$ cat config.mk
export PLATFORM = sky130hd
export DESIGN_NAME = bp_me_wormhole_stream_encode_flat
export DESIGN_NICKNAME = d
export VERILOG_FILES = /design/src/rtl/bp_me_wormhole_stream_encode_pkg.sv /design/src/rtl/bp_me_wormhole_stream_encode_if.sv /design/src/rtl/bp_me_wormhole_len_calc.sv /design/src/rtl/bp_me_wormhole_stream_encode.sv /design/src/flat_wrapper.sv
export SDC_FILE = /design/constraint.sdc
export NUM_CORES = 1
export LEC_CHECK = 0
export CORE_UTILIZATION = 30
export DETAILED_ROUTE_END_ITERATION = 6
export PLACE_DENSITY_LB_ADDON = 0.05
export SKIP_CTS_REPAIR_TIMING = 1
export SYNTH_ARGS = -nofsm -noshare
export SYNTH_HDL_FRONTEND = slang
export SYNTH_SLANG_ARGS = --single-unit
$ cat constraint.sdc
create_clock -name clk_i -period 7.59 [get_ports clk_i]
set_clock_uncertainty 0.2 [all_clocks]
set_input_delay 1.518 -clock clk_i [delete_from_list [all_inputs] [get_ports clk_i]]
set_output_delay 1.518 -clock clk_i [all_outputs]
set_load 0.005 [all_outputs]
$ cat src/rtl/bp_me_wormhole_stream_encode_pkg.sv
`ifndef BP_ME_WORMHOLE_STREAM_ENCODE_PKG_SV
`define BP_ME_WORMHOLE_STREAM_ENCODE_PKG_SV

`define BP_ME_WORMHOLE_HDR_S(cord_w, len_w, cid_w, hdr_w) \
  typedef struct packed { \
    logic [(hdr_w)-1:0]  msg_hdr; \
    logic [(cid_w)-1:0]  cid; \
    logic [(len_w)-1:0]  len; \
    logic [(cord_w)-1:0] cord; \
  } bp_me_wormhole_hdr_s

package bp_me_wormhole_stream_encode_pkg;

  typedef enum logic [2:0] {
    e_bedrock_msg_size_1   = 3'd0,
    e_bedrock_msg_size_2   = 3'd1,
    e_bedrock_msg_size_4   = 3'd2,
    e_bedrock_msg_size_8   = 3'd3,
    e_bedrock_msg_size_16  = 3'd4,
    e_bedrock_msg_size_32  = 3'd5,
    e_bedrock_msg_size_64  = 3'd6,
    e_bedrock_msg_size_128 = 3'd7
  } bp_bedrock_msg_size_e;

  function automatic int unsigned bp_bedrock_size_to_bytes(bp_bedrock_msg_size_e size);
    return 32'd1 << size;
  endfunction

  function automatic int unsigned cdiv(int unsigned a, int unsigned b);
    return (a + b - 1) / b;
  endfunction

  function automatic int unsigned bp_me_wormhole_len(int unsigned hdr_w, int unsigned flit_w,
                                                     int unsigned max_bytes, bit data_en,
                                                     bp_bedrock_msg_size_e size);
    int unsigned bytes;
    bytes = 0;
    if (data_en) begin
      bytes = bp_bedrock_size_to_bytes(size);
      if (bytes > max_bytes) bytes = max_bytes;
    end
    return cdiv(hdr_w + 8 * bytes, flit_w) - 1;
  endfunction

endpackage

`endif

$ cat src/rtl/bp_me_wormhole_stream_encode_if.sv
// Message-in / flit-out handshake bundle for the wormhole stream encoder.
// The master modport is the encoder's view; slave is the environment's.
interface bp_me_wormhole_stream_encode_if
    import bp_me_wormhole_stream_encode_pkg::*;
#(
    parameter int unsigned flit_width_p     = 64,
    parameter int unsigned cord_width_p     = 7,
    parameter int unsigned cid_width_p      = 2,
    parameter int unsigned msg_hdr_width_p  = 83,
    parameter int unsigned msg_type_width_p = 4,
    parameter int unsigned max_data_bytes_p = 64
);
    logic [msg_hdr_width_p-1:0]    msg_hdr_i;
    logic [msg_type_width_p-1:0]   msg_type_i;
    bp_bedrock_msg_size_e          msg_size_i;
    logic [8*max_data_bytes_p-1:0] data_i;
    logic [cord_width_p-1:0]       cord_i;
    logic [cid_width_p-1:0]        cid_i;
    logic                          v_i;
    logic                          ready_and_o;
    logic [flit_width_p-1:0]       link_data_o;
    logic                          link_v_o;
    logic                          link_ready_and_i;

    modport master (
        input  msg_hdr_i, msg_type_i, msg_size_i, data_i, cord_i, cid_i, v_i, link_ready_and_i,
        output ready_and_o, link_data_o, link_v_o
    );

    modport slave (
        output msg_hdr_i, msg_type_i, msg_size_i, data_i, cord_i, cid_i, v_i, link_ready_and_i,
        input  ready_and_o, link_data_o, link_v_o
    );
endinterface

$ cat src/rtl/bp_me_wormhole_len_calc.sv
// Combinational wormhole length lookup: (msg_type, size) -> len field, from a
// per-size constant table, so no runtime divider is built.
module bp_me_wormhole_len_calc
    import bp_me_wormhole_stream_encode_pkg::*;
#(
    parameter int unsigned flit_width_p     = 64,
    parameter int unsigned wh_hdr_width_p   = 96,
    parameter int unsigned len_width_p      = 4,
    parameter int unsigned msg_type_width_p = 4,
    parameter int unsigned max_data_bytes_p = 64,
    parameter logic [(1<<msg_type_width_p)-1:0] data_type_mask_p = 16'h0006
)
(
    input  logic [msg_type_width_p-1:0] msg_type_i,
    input  bp_bedrock_msg_size_e        msg_size_i,
    output logic [len_width_p-1:0]      len_o
);
    localparam logic [len_width_p-1:0] nodata_len_lp = len_width_p'(bp_me_wormhole_len(
        wh_hdr_width_p, flit_width_p, max_data_bytes_p, 1'b0, e_bedrock_msg_size_1));

    logic [len_width_p-1:0] len_tbl [8];

    for (genvar s = 0; s < 8; s++) begin : g_len_tbl
        assign len_tbl[s] = len_width_p'(bp_me_wormhole_len(wh_hdr_width_p, flit_width_p,
            max_data_bytes_p, 1'b1, bp_bedrock_msg_size_e'(3'(s))));
    end

    always_comb begin
        len_o = data_type_mask_p[msg_type_i] ? len_tbl[msg_size_i] : nodata_len_lp;
    end
endmodule

$ cat src/rtl/bp_me_wormhole_stream_encode.sv
module bp_me_wormhole_stream_encode
  import bp_me_wormhole_stream_encode_pkg::*;
#(
  parameter int unsigned flit_width_p     = 64,
  parameter int unsigned cord_width_p     = 7,
  parameter int unsigned len_width_p      = 4,
  parameter int unsigned cid_width_p      = 2,
  parameter int unsigned msg_hdr_width_p  = 83,
  parameter int unsigned msg_type_width_p = 4,
  parameter int unsigned max_data_bytes_p = 64,
  parameter logic [(1<<msg_type_width_p)-1:0] data_type_mask_p = 16'h0006
)
(
  input logic clk_i,
  input logic reset_n_i,
  bp_me_wormhole_stream_encode_if.master bus
);
  localparam int unsigned wh_hdr_width_lp = cord_width_p + len_width_p + cid_width_p + msg_hdr_width_p;
  localparam int unsigned data_width_lp   = 8 * max_data_bytes_p;
  localparam int unsigned max_flits_lp    = cdiv(wh_hdr_width_lp + data_width_lp, flit_width_p);
  localparam int unsigned pkt_width_lp    = max_flits_lp * flit_width_p;

  `BP_ME_WORMHOLE_HDR_S(cord_width_p, len_width_p, cid_width_p, msg_hdr_width_p);

  typedef enum logic {e_ready, e_send} state_e;

  state_e                                    state_q, state_d;
  logic [len_width_p-1:0]                    cnt_q, cnt_d, len_q, len_d, msg_len;
  logic [max_flits_lp-1:0][flit_width_p-1:0] pkt_q, pkt_d;
  bp_me_wormhole_hdr_s                       wh_hdr;
  logic [data_width_lp-1:0]                  data_masked;
  logic                                      last_flit, capture;
  int unsigned                               nbytes;

  bp_me_wormhole_len_calc #(
    .flit_width_p    (flit_width_p),
    .wh_hdr_width_p  (wh_hdr_width_lp),
    .len_width_p     (len_width_p),
    .msg_type_width_p(msg_type_width_p),
    .max_data_bytes_p(max_data_bytes_p),
    .data_type_mask_p(data_type_mask_p)
  ) len_calc (
    .msg_type_i(bus.msg_type_i),
    .msg_size_i(bus.msg_size_i),
    .len_o     (msg_len)
  );

  always_comb begin
    nbytes = 0;
    if (data_type_mask_p[bus.msg_type_i]) begin
      nbytes = bp_bedrock_size_to_bytes(bus.msg_size_i);
      if (nbytes > max_data_bytes_p) nbytes = max_data_bytes_p;
    end
    data_masked = '0;
    for (int unsigned b = 0; b < max_data_bytes_p; b++) begin
      data_masked[8*b +: 8] = (b < nbytes) ? bus.data_i[8*b +: 8] : 8'h00;
    end
    wh_hdr = '{msg_hdr: bus.msg_hdr_i, cid: bus.cid_i, len: msg_len, cord: bus.cord_i};
  end

  always_comb begin
    state_d         = state_q;
    cnt_d           = cnt_q;
    len_d           = len_q;
    pkt_d           = pkt_q;
    capture         = 1'b0;
    bus.ready_and_o = 1'b0;
    bus.link_v_o    = 1'b0;
    last_flit       = (cnt_q == len_q);
    unique case (state_q)
      e_ready: begin
        bus.ready_and_o = 1'b1;
        capture         = bus.v_i;
        if (bus.v_i) state_d = e_send;
      end
      e_send: begin
        bus.link_v_o    = 1'b1;
        bus.ready_and_o = bus.link_ready_and_i & last_flit;
        if (bus.link_ready_and_i) begin
          if (!last_flit) begin
            cnt_d = cnt_q + 1'b1;
          end else if (bus.v_i) begin
            capture = 1'b1;
          end else begin
            state_d = e_ready;
            cnt_d   = '0;
          end
        end
      end
    endcase
    if (capture) begin
      cnt_d = '0;
      len_d = msg_len;
      pkt_d = pkt_width_lp'({data_masked, wh_hdr});
    end
  end

  always_comb begin
    bus.link_data_o = pkt_q[cnt_q];
  end

  always_ff @(posedge clk_i or negedge reset_n_i) begin
    if (!reset_n_i) begin
      state_q <= e_ready;
      cnt_q   <= '0;
      len_q   <= '0;
      pkt_q   <= '0;
    end else begin
      state_q <= state_d;
      cnt_q   <= cnt_d;
      len_q   <= len_d;
      pkt_q   <= pkt_d;
    end
  end
endmodule

$ cat src/flat_wrapper.sv
// flat-port wrapper written by rule: the top's interface ports become plain ports
module bp_me_wormhole_stream_encode_flat import bp_me_wormhole_stream_encode_pkg::*;
#(
  parameter int unsigned flit_width_p     = 64,
  parameter int unsigned cord_width_p     = 7,
  parameter int unsigned len_width_p      = 4,
  parameter int unsigned cid_width_p      = 2,
  parameter int unsigned msg_hdr_width_p  = 83,
  parameter int unsigned msg_type_width_p = 4,
  parameter int unsigned max_data_bytes_p = 64,
  parameter logic [(1<<msg_type_width_p)-1:0] data_type_mask_p = 16'h0006
)
  (clk_i, reset_n_i, bus_msg_hdr_i, bus_msg_type_i, bus_msg_size_i, bus_data_i, bus_cord_i, bus_cid_i, bus_v_i, bus_link_ready_and_i, bus_ready_and_o, bus_link_data_o, bus_link_v_o);
  bp_me_wormhole_stream_encode_if #(.flit_width_p(flit_width_p), .cord_width_p(cord_width_p), .cid_width_p(cid_width_p), .msg_hdr_width_p(msg_hdr_width_p), .msg_type_width_p(msg_type_width_p), .max_data_bytes_p(max_data_bytes_p)) bus_i ();
  input logic clk_i;
  input logic reset_n_i;
  input wire logic [$bits(bus_i.msg_hdr_i)-1:0] bus_msg_hdr_i;
  input wire logic [$bits(bus_i.msg_type_i)-1:0] bus_msg_type_i;
  input wire logic [$bits(bus_i.msg_size_i)-1:0] bus_msg_size_i;
  input wire logic [$bits(bus_i.data_i)-1:0] bus_data_i;
  input wire logic [$bits(bus_i.cord_i)-1:0] bus_cord_i;
  input wire logic [$bits(bus_i.cid_i)-1:0] bus_cid_i;
  input wire logic [$bits(bus_i.v_i)-1:0] bus_v_i;
  input wire logic [$bits(bus_i.link_ready_and_i)-1:0] bus_link_ready_and_i;
  output wire logic [$bits(bus_i.ready_and_o)-1:0] bus_ready_and_o;
  output wire logic [$bits(bus_i.link_data_o)-1:0] bus_link_data_o;
  output wire logic [$bits(bus_i.link_v_o)-1:0] bus_link_v_o;
  assign bus_i.msg_hdr_i = bus_msg_hdr_i;
  assign bus_i.msg_type_i = bus_msg_type_i;
  assign bus_i.msg_size_i = bus_msg_size_i;
  assign bus_i.data_i = bus_data_i;
  assign bus_i.cord_i = bus_cord_i;
  assign bus_i.cid_i = bus_cid_i;
  assign bus_i.v_i = bus_v_i;
  assign bus_i.link_ready_and_i = bus_link_ready_and_i;
  assign bus_ready_and_o = bus_i.ready_and_o;
  assign bus_link_data_o = bus_i.link_data_o;
  assign bus_link_v_o = bus_i.link_v_o;
  bp_me_wormhole_stream_encode #(.flit_width_p(flit_width_p), .cord_width_p(cord_width_p), .len_width_p(len_width_p), .cid_width_p(cid_width_p), .msg_hdr_width_p(msg_hdr_width_p), .msg_type_width_p(msg_type_width_p), .max_data_bytes_p(max_data_bytes_p), .data_type_mask_p(data_type_mask_p)) u_core (.clk_i(clk_i), .reset_n_i(reset_n_i), .bus(bus_i));
endmodule
==> reports/qor.yml <==
worstSkewPairLatency_ns: 0.63
worstMarginPinSlew_ns: 1.294
io_buffer_count: 680
drt-pass1-iter-count: 7
final_max_slew_viol_count: 0
die_area_um2: 104000
grtUsageTotal: 0.2567
drive_gt1_frac: 0.1125
path_max_fanout: 55
cts_tree: "done"
cpMaxStageDelayCell: "dfrtp_4"
status: "completed"
timing.final.crit_share: 0.7535
timing.slew.headroom: 0.1372
cp_data_arrival_time_ns: 4.00
busiest_layer: "met2"
hold_ws_ns: 0.3028
layout.nets: 4037
dr_total_vias: 26750
finalWeightedCongestion: 0.8595
seq_area_frac_synth: 0.4977
grt_start_max_net_pins: 233
post-dp-hpwl_um: 90540
drc: 0
cp-end-kind: "output port"
cp_top_family: "multiplexers"
drv_cap: 0
fin_setup_tns_ns: 0
setup_violations: 0
rsz0062_at_grt: "false"
power_density_nw_per_um2: 343.2
hold_depth: 1
yosysWarnings: 0
vdd_ir_drop_max_uv: 437.7
ys_types: 36
htreeDepth: 3
start_util: 0.3029
cts_root_buf: "clkbuf_16"
rows: 117
antenna_found_initial: 26
drtIter0Drc: 2172
gr-usage-met3: 0.05431
syn_to_final_growth_pct: 33.11
crit_buf_inv: 2
use_met2: 0.4433
finalWirelength_um: 135800
cts_buffer_depth: 3
worst_setup_path_start_kind: "register"
ant_nets: 0
worstPathRequired_ns: 5.87
grt_pass1_wl_um: 196100
yosys_register_bits: 613
overflow: 0
period_needed_ns: 5.719
routed_via_density: 5.508
max_freq_mhz: 174.9
min_path_type: "reg2reg"
die-height_um: 322.5
grt_util_met1: 0.3103
cpPeakStageDelay_ns: 0.92
hold_violations: 0
r2r_cells: 7
netlist_area_um2: 30820
crit_type: "reg2out"
clkTransAtPathRegs_ns: 0.06
crit_cells: 5
cts_sinks: 613
grt_pass1_vias: 28160
path_cells: "buf_12, mux4_2, mux2i_1, o22ai_1, clkdlybuf4s50_1"
die_w_um: 322.5
postSynthAreaPerCell_um2: 10.39
leakagePower_uw: 0.01543
numCtsBuffers: 76
syn_nets: 3583
io_pins: 681
syn_inst: 2967
design.core.area_um2: 101700
routedWlPerCell_um: 27.95
[per-stage QoR]
step / power, uW / util / std cells / worst slack, ns / cell area, um^2
final: 14080 / 0.4032 / 4857 / 1.871 / 41020
after CTS: 14280 / 0.4029 / 4843 / 1.763 / 40990
after global placement: 10500 / 0.3788 / 4711 / 2.132 / 38540
after detailed placement: 10580 / 0.3788 / 4711 / 2.015 / 38540
after floorplan: 7770 / - / 2967 / 3.953 / 30820
after global routing: 14780 / 0.4030 / 4847 / 1.681 / 41000
[worst register-to-register path, delay by kind of cell, from the launching register on]
kind / cells / cell delay (ns)
simple gates: 1 / 0.40
flops: 1 / 0.69
buf+inv: 3 / 2.47
xor+xnor: 1 / 0.22
compound gates: 2 / 0.49
[state kept, by name (all words and copies together) (netlist names)]
| name | cells |
|---|---|
| u_core.state_q | 1 |
| u_core.cnt_q | 4 |
| u_core.pkt_q | 608 |
[routing by layer]
layer  up-vias  wire [um]
met2       928      68270
met4        32       5446
li1      11890          -
met5         -        186
met3       211       8763
met1     13690      53100
[cell usage after synthesis, drive strengths merged]
cell type | count | area (um^2)
dfrtp | 613 | 15340
nand2 | 543 | 2038
o21ai | 541 | 2708
o211ai | 514 | 3859
clkbuf | 286 | 1074
mux4 | 128 | 2883
mux2i | 96 | 960.9
mux2 | 94 | 1059
buf | 62 | 319.1
o22ai | 32 | 200.2
inv | 12 | 45.04
o31ai | 8 | 60.06
a21oi | 5 | 25.02
nor2 | 5 | 18.77
xnor2 | 5 | 43.79
nor3 | 3 | 20.02
a32oi | 2 | 17.52
nand2b | 2 | 12.51
nand3 | 2 | 10.01
nand4 | 2 | 18.77
nor3b | 2 | 15.01
nor4b | 2 | 23.77
o41ai | 2 | 25.03
a21o | 1 | 7.510
and3 | 1 | 6.260
ha | 1 | 12.51
nor4 | 1 | 6.260
o21a | 1 | 7.510
or2 | 1 | 6.260
[worst paths after layout]
path / end / slack [ns] / start
worst min-delay path: u_core.pkt_q[91] / 0.30 / u_core.pkt_q[91]
max in group asynchronous: u_core.pkt_q[309] / 4.92 / reset_n_i
worst max-delay path: bus_link_data_o[0] / 1.87 / u_core.cnt_q[0]
worst max register to register: u_core.pkt_q[534] / 3.04 / u_core.cnt_q[3]
worst min register to register: u_core.pkt_q[91] / 0.30 / u_core.pkt_q[91]
min in group asynchronous: u_core.pkt_q[42] / 0.71 / reset_n_i
[final cells by class]
type / instances / area [um^2]
fill: 9960 / 60720
sequential: 613 / 15350
multi-input combinational: 1994 / 14110
timing repair buffer: 724 / 7317
clock buffer: 116 / 2283
tap: 1368 / 1712
clock inverter: 16 / 165.2
inverter: 12 / 45.04
antenna: 14 / 35.03
[where the power goes]
group | internal [uW] | leakage [uW] | switching (uW) | total, uW
combinational | 2350 | 0.00591 | 3490 | 5840
sequential | 4030 | 0.00831 | 581 | 4610
clock | 2160 | 0.00121 | 1470 | 3630
[cells in the final DEF (no fill, tap or decap), drive strengths merged, types with 2 or more instances in the layout]
master	n
a21oi	5
a32oi	2
buf	45
bufinv	3
clkbuf	116
clkdlybuf4s50	679
clkinv	10
dfrtp	613
diode	14
inv	14
mux2	94
mux2i	96
mux4	128
nand2	543
nand2b	2
nand3	2
nand4	2
nor2	5
nor3	3
nor3b	2
nor4b	2
o211ai	514
o21ai	541
o22ai	32
o31ai	8
o41ai	2
xnor2	5
[cells by family after synthesis]
kind of cell | share of synthesized area
AO/OA/AOI/OAI | 0.2242
XOR/XNOR | 0.001421
adder cells (fa/ha/maj) | 0.0004059
buffers and inverters | 0.04664
flip-flops | 0.4977
multiplexers | 0.1591
AND/OR/NAND/NOR | 0.07060
(Power assumes the default switching activity.)
